File: src/rtl/mem_bus_arbiter_pkg.sv
// Shared constants for the memory bus arbiter: default widths, FSM encoding, port indices.
package mem_bus_arbiter_pkg;

    localparam int ADDR_W_DEF = 13;
    localparam int DATA_W_DEF = 8;

    typedef enum logic [1:0] {
        ST_IDLE   = 2'd0,
        ST_ACCESS = 2'd1,
        ST_DONE   = 2'd2
    } state_t;

    localparam logic PORT_CPU    = 1'b0;
    localparam logic PORT_LOADER = 1'b1;

    // A zero-wait configuration still needs a 1-bit counter.
    function automatic int cnt_width(input int wait_cycles);
        return (wait_cycles < 1) ? 1 : $clog2(wait_cycles + 1);
    endfunction

endpackage

File: src/rtl/mem_bus_arbiter_rr_arbiter_2.sv
// Two-way round-robin winner select; purely combinational, pointer lives in the parent.
module rr_arbiter_2
    import mem_bus_arbiter_pkg::*;
(
    input  logic req0,
    input  logic req1,
    input  logic ptr,
    output logic grant,
    output logic any
);

    assign any = req0 | req1;

    always_comb begin
        grant = PORT_CPU;
        if (req0 && req1) begin
            grant = ptr;
        end else if (req1) begin
            grant = PORT_LOADER;
        end
    end

endmodule

File: src/rtl/mem_bus_arbiter.sv
// Round-robin sharing of one memory between CPU (port 0) and loader (port 1),
// with a programmable number of held strobe cycles and a one-cycle ack per access.
module mem_bus_arbiter
    import mem_bus_arbiter_pkg::*;
#(
    parameter int ADDR_W      = ADDR_W_DEF,
    parameter int DATA_W      = DATA_W_DEF,
    parameter int WAIT_CYCLES = 1
) (
    input  logic              clk,
    input  logic              rst_n,
    input  logic              req0,
    input  logic              we0,
    input  logic [ADDR_W-1:0] addr0,
    input  logic [DATA_W-1:0] wdata0,
    output logic              ack0,
    input  logic              req1,
    input  logic              we1,
    input  logic [ADDR_W-1:0] addr1,
    input  logic [DATA_W-1:0] wdata1,
    output logic              ack1,
    output logic [DATA_W-1:0] rdata,
    output logic              mem_rd,
    output logic              mem_wr,
    output logic [ADDR_W-1:0] mem_addr,
    output logic [DATA_W-1:0] mem_wdata,
    input  logic [DATA_W-1:0] mem_rdata,
    output logic              busy,
    output logic              owner
);

    localparam int              CNT_W    = cnt_width(WAIT_CYCLES);
    localparam logic [CNT_W-1:0] CNT_LAST = CNT_W'(WAIT_CYCLES);

    state_t             state;
    logic               ptr;
    logic               we_lat;
    logic [CNT_W-1:0]   cnt;
    logic               win;
    logic               any_req;
    logic               g_we;
    logic [ADDR_W-1:0]  g_addr;
    logic [DATA_W-1:0]  g_wdata;

    rr_arbiter_2 u_rr (
        .req0  (req0),
        .req1  (req1),
        .ptr   (ptr),
        .grant (win),
        .any   (any_req)
    );

    assign g_we    = win ? we1    : we0;
    assign g_addr  = win ? addr1  : addr0;
    assign g_wdata = win ? wdata1 : wdata0;

    assign busy = (state != ST_IDLE);

    always_ff @(posedge clk or negedge rst_n) begin
        if (!rst_n) begin
            state     <= ST_IDLE;
            ptr       <= PORT_CPU;
            we_lat    <= 1'b0;
            cnt       <= '0;
            owner     <= PORT_CPU;
            ack0      <= 1'b0;
            ack1      <= 1'b0;
            rdata     <= '0;
            mem_rd    <= 1'b0;
            mem_wr    <= 1'b0;
            mem_addr  <= '0;
            mem_wdata <= '0;
        end else begin
            case (state)
                ST_IDLE: begin
                    if (any_req) begin
                        owner     <= win;
                        we_lat    <= g_we;
                        mem_addr  <= g_addr;
                        mem_wdata <= g_wdata;
                        mem_rd    <= ~g_we;
                        mem_wr    <= g_we;
                        cnt       <= '0;
                        state     <= ST_ACCESS;
                    end
                end
                ST_ACCESS: begin
                    // Address/data stay latched after the strobe drops so the bus never glitches.
                    if (cnt == CNT_LAST) begin
                        mem_rd <= 1'b0;
                        mem_wr <= 1'b0;
                        if (!we_lat) begin
                            rdata <= mem_rdata;
                        end
                        ack0  <= (owner == PORT_CPU);
                        ack1  <= (owner == PORT_LOADER);
                        state <= ST_DONE;
                    end else begin
                        cnt <= cnt + 1'b1;
                    end
                end
                ST_DONE: begin
                    ack0  <= 1'b0;
                    ack1  <= 1'b0;
                    ptr   <= ~owner;
                    state <= ST_IDLE;
                end
                default: begin
                    state <= ST_IDLE;
                end
            endcase
        end
    end

endmodule

File: config.mk
export PLATFORM = sky130hd
export DESIGN_NAME = mem_bus_arbiter
export DESIGN_NICKNAME = d
export VERILOG_FILES = /design/src/rtl/mem_bus_arbiter_pkg.sv /design/src/rtl/mem_bus_arbiter_rr_arbiter_2.sv /design/src/rtl/mem_bus_arbiter.sv
export SDC_FILE = /design/constraint.sdc
export NUM_CORES = 1
export LEC_CHECK = 0
export ABC_CLOCK_PERIOD_IN_PS = 4220
export BUFFER_PORTS_ARGS = -buffer_cell sky130_fd_sc_hd__buf_2
export CORE_MARGIN = 4
export CORE_UTILIZATION = 51
export CTS_BUF_LIST = sky130_fd_sc_hd__clkbuf_4 sky130_fd_sc_hd__clkbuf_8
export DETAILED_ROUTE_END_ITERATION = 8
export PLACE_DENSITY = 0.91
export SLEW_MARGIN = 10
export SYNTH_ARGS = -nofsm -noshare
export SYNTH_HDL_FRONTEND = slang
export SYNTH_SLANG_ARGS = --single-unit
File: constraint.sdc
create_clock -name clk -period 4.22 [get_ports clk]
set_clock_uncertainty 0.15 [all_clocks]
set_input_delay 0.422 -clock clk [delete_from_list [all_inputs] [get_ports clk]]
set_output_delay 0.422 -clock clk [all_outputs]
set_load 0.005 [all_outputs]
# After elaboration in Yosys (flattened, before gate mapping)
# Index checks and enable logic that the tools add are counted.
# totals
register_bits	39
input_bits	56
output_inout_bits	35
elab_cells	52
# op_classes
add_sub_neg	1
n_eq_ne	4
n_mux	20
n_bitwise	4
n_reduce_logical	11
# ops
op	n
$mux W13	1
$mux W1	10
$pmux W1 S2	5
$mux W8	1
$reduce_and A2 Y1	4
$reduce_and A3 Y1	2
$reduce_bool A2 Y1	3
$mux W2	2
$ne A2 B2 Y1 const B	2
$pmux W2 S2	1
$not A1 Y1	3
$eq A2 B1 Y1 const B	1
$eq A2 B2 Y1 const B	1
$logic_not A2 Y1	1
$add A1 B1 Y1 const B	1
$logic_and A1 B1 Y1	1
$or A1 B1 Y1	1

# Longest topological paths before layout
# Gate-level depths: netlist of the first run.
# depth
ltp_word	6
depth_mapped	5
ltp_nobuf	4

# Cells and area by module
# From an unflattened synthesis of the first run, not the netlist that was laid out.
# hier_totals
hier_cells	155
area_unflattened_um2	1821.7
# by_module_without_submodules
module	n_inst	cells_each	area_per_inst_um2	seq_area_each_um2
mem_bus_arbiter	1	152	1804.2	975.9
rr_arbiter_2	1	3	17.5	0.0

# Worst setup path after synthesis of the first run
# OpenSTA, ideal clock, no wires.
# synth_timing
path_kind	input port to flip-flop
start	in req1
end	reg mem_wdata[0]
setup_time_ns	0.131
arrival_time_ns	1.167
required_ns	3.939
slack_ns	2.772
cell_stages	5
n_path_buf	2
cell_sequence	buf_4 or2_0 buf_2 a21oi_1 a31oi_1
# synth_between
elab_chain_len	3
word_cells_on_any_way	6
cone_classes	mux (3); bitwise (1); reduce/logical (2)
# synth_rtl
item	line_no	source
from (decl)	mem_bus_arbiter.sv:17	input logic req1,
$mux W1 / $logic_and A1 B1 Y1 (equally long branches)	mem_bus_arbiter_rr_arbiter_2.sv:18, mem_bus_arbiter_rr_arbiter_2.sv:16	
$mux W1	mem_bus_arbiter_rr_arbiter_2.sv:16	if (req0 && req1) begin
$mux W8	mem_bus_arbiter.sv:55	assign g_wdata = win ? wdata1 : wdata0;
to (signal assigned)	mem_bus_arbiter.sv:80	mem_wdata <= g_wdata;
to (decl)	mem_bus_arbiter.sv:26	output logic [DATA_W-1:0] mem_wdata,
# Parallel ways exist; a longest one is shown, timed or not.
# A chain may end at the register's enable or synchronous reset.

# Final worst setup path of the first run
# layout_timing
start	reg state[0]
end	out busy
# layout_between
elab_chain_len	1
# layout_rtl
item	line_no	source
from (decl)	mem_bus_arbiter.sv:35	state_t state;
from (signal assigned)	mem_bus_arbiter.sv:61	state <= ST_IDLE;
from (signal assigned)	mem_bus_arbiter.sv:84	state <= ST_ACCESS;
from (signal assigned)	mem_bus_arbiter.sv:97	state <= ST_DONE;
$reduce_bool A2 Y1	mem_bus_arbiter.sv:57	assign busy = (state != ST_IDLE);
to (decl)	mem_bus_arbiter.sv:28	output logic busy,
# Every way passes these cells.

==> run summary, run 1 <==
P&R area growth vs syn = 29.05%
Max IR drop VDD = 0.3062 mV
Setup TNS Final = 0 ns
max-slew violations = 0
DR WL/cell = 15.07 µm
largest net degree at the start of global routing = 40
GR Util All Layers = 0.2167
dpl hpwl = 3409 µm
1st-iter DRT viols = 83
Final nets = 320
routability cong. = 0.7349
WP data required = 3.65 ns
grt ovf = 0
CTS clk-pin slew, worst paths = 0.12 ns
Clock Tree Root = clkbuf_4
num rows = 21
drt drc = 0
Initial Util = 0.5410
period utilisation layout = 0.5223
post-CTS sizing = 0
Final min period = 2.204 ns
hold buffers post-CTS = 0
Worst EP arrival = 1.63 ns
Inserted Diodes = 0
Vias/cell = 5.707
CP endpoint kind = output port
initial antenna violation count = 0
CTS tree = yes
Yosys Warn Count = 0
post-route setup slack = 2.016 ns
via count = 1775
CTS sink cnt = 39
hold_ws = 0.01943 ns
Async S/R FF share, synth = 1.000
Commonest cells post-synth = dfrtp_1, o21ai_0, a21oi_1
# port buffers = 90
critical path class = flip-flop to output port
hold crit path type = input pin to async pin
Synth top area share = 0.5281
worst-path fanout max = 23
DRT Pass-1 Iters = 4
crit path max-delay cell type = dfrtp_1
fill count = 283
endpoints failing setup = 0
Post-Route WL = 4686 µm
RSZ-0062 raised after global routing = no
Buf/Inv on CP = 2
pwr/cell area = 705.8 nW/µm²
sequential-to-total area share from yosys stat = 0.5281
CP cell instances = nor2_4 > inv_2 > buf_2
most numerous cell in the Yosys netlist = dfrtp_1
status = finished clean
Final Hold Fails = 0
Primary FF master, synth = dfrtp_1
worst-skew pair later-pin latency = 0.34 ns
area leader, netlist = dfrtp_1
num ports = 91
Max-slew headroom = 0.4438
slowest stage delay, CP = 0.50 ns
Least-Margin Pin Slew = 0.8343 ns
Die Span X = 68.20 µm
CTS Buf Count = 5
Netlist cell types = 29
Yosys reg bits = 39
Post-DRT Antenna Nets = 0
Place WS = 2.197 ns
max frequency = 453.7 MHz
Post-synth EDFFs = 0
syn_nets = 237
postcts setup bufs = 0
Worst setup SP type = flip-flop
ranking of synthesized cells by area = dfrtp_1, a31oi_1, o21ai_0
CTS H-Tree Depth = 2
post-synthesis instance total = 181
first-pass GRT wire length = 7479 µm
max-cap violations = 0
DIE AREA = 4651 µm²
total core area = 3416 µm²
layout cells sized above 1 = 0.4302
Pleak = 1.129 nW
syn avg cell area = 10.21 µm²
vias in the first global route = 1756
die height = 68.20 µm
Post-Syn Area = 1848 µm²
crit-path leading delay family = flip-flops
final core utilization = 0.6982
clock tree buffer depth = 2
[area by class of cell]
| cell class | instances | area, µm² | area share |
|---|---|---|---|
| Multi-Input combinational cell | 123 | 773.2 | 0.3242 |
| Clock inverter | 3 | 67.56 | 0.02833 |
| Timing Repair Buffer | 91 | 457.9 | 0.1920 |
| Tap cell | 46 | 57.56 | 0.02413 |
| Sequential cell | 39 | 975.9 | 0.4092 |
| Clock buffer | 5 | 37.54 | 0.01574 |
| Inverter | 4 | 15.01 | 0.006296 |
[power by group]
part	leakage (nW)	switching [W]	internal, W
registers	0.452	0.000128	0.000560
logic	0.626	0.000361	0.000328
clock network	0.0514	0.000123	0.000184
[sequential cells by signal (all words and copies together), names as in the netlist, 2 cells and up]
| register | flops |
|---|---|
| state | 2 |
| mem_addr | 13 |
| rdata | 8 |
| mem_wdata | 8 |
[cell usage in the layout, fill, tap and decap left out, types with 2 or more instances in the layout]
| cell | n |
|---|---|
| a31oi_1 | 21 |
| nand2b_1 | 2 |
| nand2_1 | 6 |
| a22o_1 | 2 |
| inv_1 | 2 |
| or2b_1 | 2 |
| inv_2 | 2 |
| a21oi_1 | 22 |
| bufinv_16 | 2 |
| buf_2 | 90 |
| dfrtp_1 | 39 |
| mux2_2 | 7 |
| nand3_1 | 21 |
| nor2_4 | 2 |
| o21ai_0 | 26 |
| clkbuf_4 | 5 |
[stage by stage]
step                      power, W  area, µm²  cells
after floorplan           0.001126       1848    181
after global placement    0.001363       2280    303
after detailed placement  0.001397       2280    303
after CTS                 0.001703       2385    311
after global routing      0.001825       2385    311
final                     0.001683       2385    311
[path summary, 6_finish.rpt]
check                                  start     endpoint  slack, ns  cells after the start
worst max-delay path                state[0]         busy       2.02                      3
worst min-delay path                   rst_n     rdata[3]       0.02                      1
worst max register to register      state[0]  mem_addr[4]       2.19                      4
worst min register to register         owner          ptr       0.36                      1
max in group asynchronous              rst_n  mem_addr[2]       3.39                      1
min in group clk                mem_rdata[4]     rdata[4]       0.16                      2
[layer usage]
layer  track usage  vias to the layer above  wire (µm)
met5             0                        -          0
met4       0.06948                        0         29
met3       0.06568                        4        410
met2        0.3887                       88       2399
met1        0.2439                      845       1847
li1              -                      838          -
[cell families after synthesis]
kind of cell / after synthesis / synth area share
and+or+nand+nor: 38 / 0.1273
muxes: 8 / 0.05078
buffers and inverters: 19 / 0.05349
DFF: 39 / 0.5281
AOI/OAI and AO/OA: 77 / 0.2404
No activity file was read; power rests on OpenSTA's default activity.
==> run 2, diff against run 1 <==
- ABC_AREA: default -> 1
- ABC_CLOCK_PERIOD_IN_PS: 4220 -> 2000
- CORE_UTILIZATION: 51 -> 44
- PLACE_DENSITY: 0.91 -> 0.82
- clock period: 4.22 -> 2 ns (I/O delays scaled with it)
==> run 2 against run 1 <==
Combinational power up 110%; clock power rose to 2.5 times the previous value; non-clock buffer count up 9; register-to-register slack worse by 1.7 ns; wire length up 6.9%; sequential share of layout area down 4.0 points; hold slack worse by 0.010 ns; critical path type is now flip-flop to flip-flop; count of clock-buffer cells in the layout unchanged.
==> run summary, run 2 <==
Commonest cells post-synth = nand2_1, nand3_1, inv_1
Post-Synth Adder-Cell Area = 0 (unchanged)
fill count = 399 (+41%)
Post-DP Area = 2426 µm² (+6.4%)
Initial Util = 0.4560 (-0.08499)
Clock Tree Root = clkbuf_8
Final Hold Fails = 0 (unchanged)
Post-Synth XOR/XNOR Area = 0 (unchanged)
Final nets = 416 (+30%)
Yosys reg bits = 39 (unchanged)
mux contribution to synthesized area = 0 (-0.05078)
RSZ-0062 raised after global routing = no
Top Registers = mem_addr x13, mem_wdata x8, rdata x8
CTS Buf Count = 5 (unchanged)
Max IR drop VDD = 0.5134 mV (+68%)
area leader, netlist = dfrtp_1
dpl hpwl = 3488 µm (+2.3%)
CTS clk-pin slew, worst paths = 0.08 ns (-0.04 ns)
DIE AREA = 5651 µm² (+22%)
drt drc = 0 (unchanged)
syn_nets = 320 (+35%)
Primary FF master, synth = dfrtp_1
Least-Margin Pin Slew = 0.8549 ns (+0.02057 ns)
max-cap violations = 0 (unchanged)
Setup TNS Final = 0 ns (unchanged)
CTS H-Tree Depth = 2 (unchanged)
pwr/cell area = 1381 nW/µm² (+96%)
worst-skew pair later-pin latency = 0.29 ns (-0.05 ns)
CTS sink cnt = 39 (unchanged)
Post-synth EDFFs = 0 (unchanged)
initial antenna violation count = 0 (unchanged)
num rows = 24 (+14%)
Worst EP arrival = 1.62 ns (about the same)
Worst setup SP type = flip-flop
sequential-to-total area share from yosys stat = 0.4915 (-0.03660)
Max-slew headroom = 0.4301 (-0.01371)
first-pass GRT wire length = 8004 µm (+7.0%)
post-synthesis instance total = 264 (+46%)
layout cells sized above 1 = 0.2964 (-0.1338)
Biggest register = mem_addr
CP endpoint kind = flip-flop
Post-DRT Antenna Nets = 0 (unchanged)
syn avg cell area = 7.521 µm² (-26%)
postcts setup bufs = 0 (unchanged)
Die Span X = 75.18 µm (+10%)
critical path class = flip-flop to flip-flop
via count = 1974 (+11%)
final core utilization = 0.6069 (-0.09127)
Netlist cell types = 17 (-41%)
1st-iter DRT viols = 134 (+61%)
hold buffers post-CTS = 8 (+8)
Simple-Gate Fraction of Synth Area = 0.3478 (+0.2205)
P&R area growth vs syn = 33.08%
Synth top area share = 0.4915 (-0.03660)
total core area = 4354 µm² (+27%)
compound-gate portion of the synthesized area = 0.02079 (-0.2196)
Inserted Diodes = 0 (unchanged)
WP data required = 2.07 ns (-1.58 ns)
most numerous cell in the Yosys netlist = nand2_1
DRT Pass-1 Iters = 6 (+2)
Async S/R FF share, synth = 1.000 (unchanged)
commonest non-fill, non-tap cell in the layout = nand2_1
Post-Syn Area = 1986 µm² (+7.4%)
post-CTS sizing = 0 (unchanged)
hold crit path type = input pin to flip-flop
Pleak = 1.626 nW (+44%)
max frequency = 646.4 MHz
DR WL/cell = 12.13 µm (-19%)
# port buffers = 90 (unchanged)
design area = 2643 µm² (+11%)
num ports = 91 (unchanged)
clock tree buffer depth = 2 (unchanged)
die height = 75.18 µm (+10%)
largest family of logic cells by synthesized area = simple AND/OR/NAND/NOR gates
grt ovf = 0 (unchanged)
Vias/cell = 4.780 (-16%)
worst-path fanout max = 23 (unchanged)
hold_ws = 0.009262 ns (-0.01017 ns)
most frequent cells in the layout = nand2_1, buf_2, nand3_1
Yosys Warn Count = 0 (unchanged)
max-slew violations = 0 (unchanged)
vias in the first global route = 1789 (+1.9%)
CTS tree = yes
Post-Route WL = 5011 µm (+6.9%)
ranking of synthesized cells by area = dfrtp_1, nand2_1, nand3_1
period utilisation layout = 0.7736
endpoints failing setup = 0 (unchanged)
status = finished clean
GR Util All Layers = 0.1861 (-0.03055)
routability cong. = 0.7781 (+5.9%)
Final min period = 1.547 ns
max reg flops = 13 (unchanged)
largest net degree at the start of global routing = 40 (unchanged)
[run 2: through the flow]
stage / std cells / total power [W] / setup WS [ns]
after global placement: 397 / 0.002830 / 0.5342
after detailed placement: 397 / 0.002878 / 0.4787
after CTS: 413 / 0.003684 / 0.4530
after floorplan: 264 / 0.002323 / 0.7950
after global routing: 413 / 0.003958 / 0.3166
final: 413 / 0.003650 / 0.4529
[run 2: area by class of cell]
class	instances	area (µm²)	share of cell area
clock buffer	5	68.82	0.02604
clock inverter	3	67.56	0.02557
inverter	50	187.7	0.07102
multi-input combinational	164	732.0	0.2770
sequential	39	975.9	0.3693
tap	52	65.06	0.02462
timing repair buffer	100	545.5	0.2064
[run 2: cell families (layout without fill, tap and decap cells)]
| group | count (synthesis) | in the layout |
|---|---|---|
| AND/OR/NAND/NOR | 158 | 158 |
| AO/OA/AOI/OAI | 6 | 6 |
| flip-flops | 39 | 39 |
| buffers and inverters | 61 | 158 |
[run 2: worst paths after layout]
path	start	end	slack, ns	depth (start not counted)
hold reg to reg	mem_addr[12]	mem_addr[12]	0.32	2
max in group asynchronous	rst_n	mem_addr[12]	0.73	2
setup reg to reg	state[0]	mem_wr	0.45	5
hold / removal	mem_rdata[0]	rdata[0]	0.009	3
setup / recovery	state[0]	mem_wr	0.45	5
min in group asynchronous	rst_n	rdata[2]	0.42	2
[run 2: power breakdown]
part	internal, W	switching (W)
Sequential	0.00118	0.000243
Clock	0.000497	0.000278
Combinational	0.000593	0.000857
[run 2: metal layers]
metal / track usage / up-vias / share of wire
li1: - / 993 / -
met1: 0.2384 / 893 / 0.42
met2: 0.3201 / 83 / 0.50
met3: 0.04005 / 5 / 0.073
met4: 0.04854 / 0 / 0.010
met5: 0 / - / 0
[run 2: worst max-delay path: stages (launching register included)]
cell and delay [ns]:
dfrtp_1 0.43, inv_1 0.09, nand2_1 0.11, nor2_4 0.43
nand3_1 0.18, nand2_1 0.09
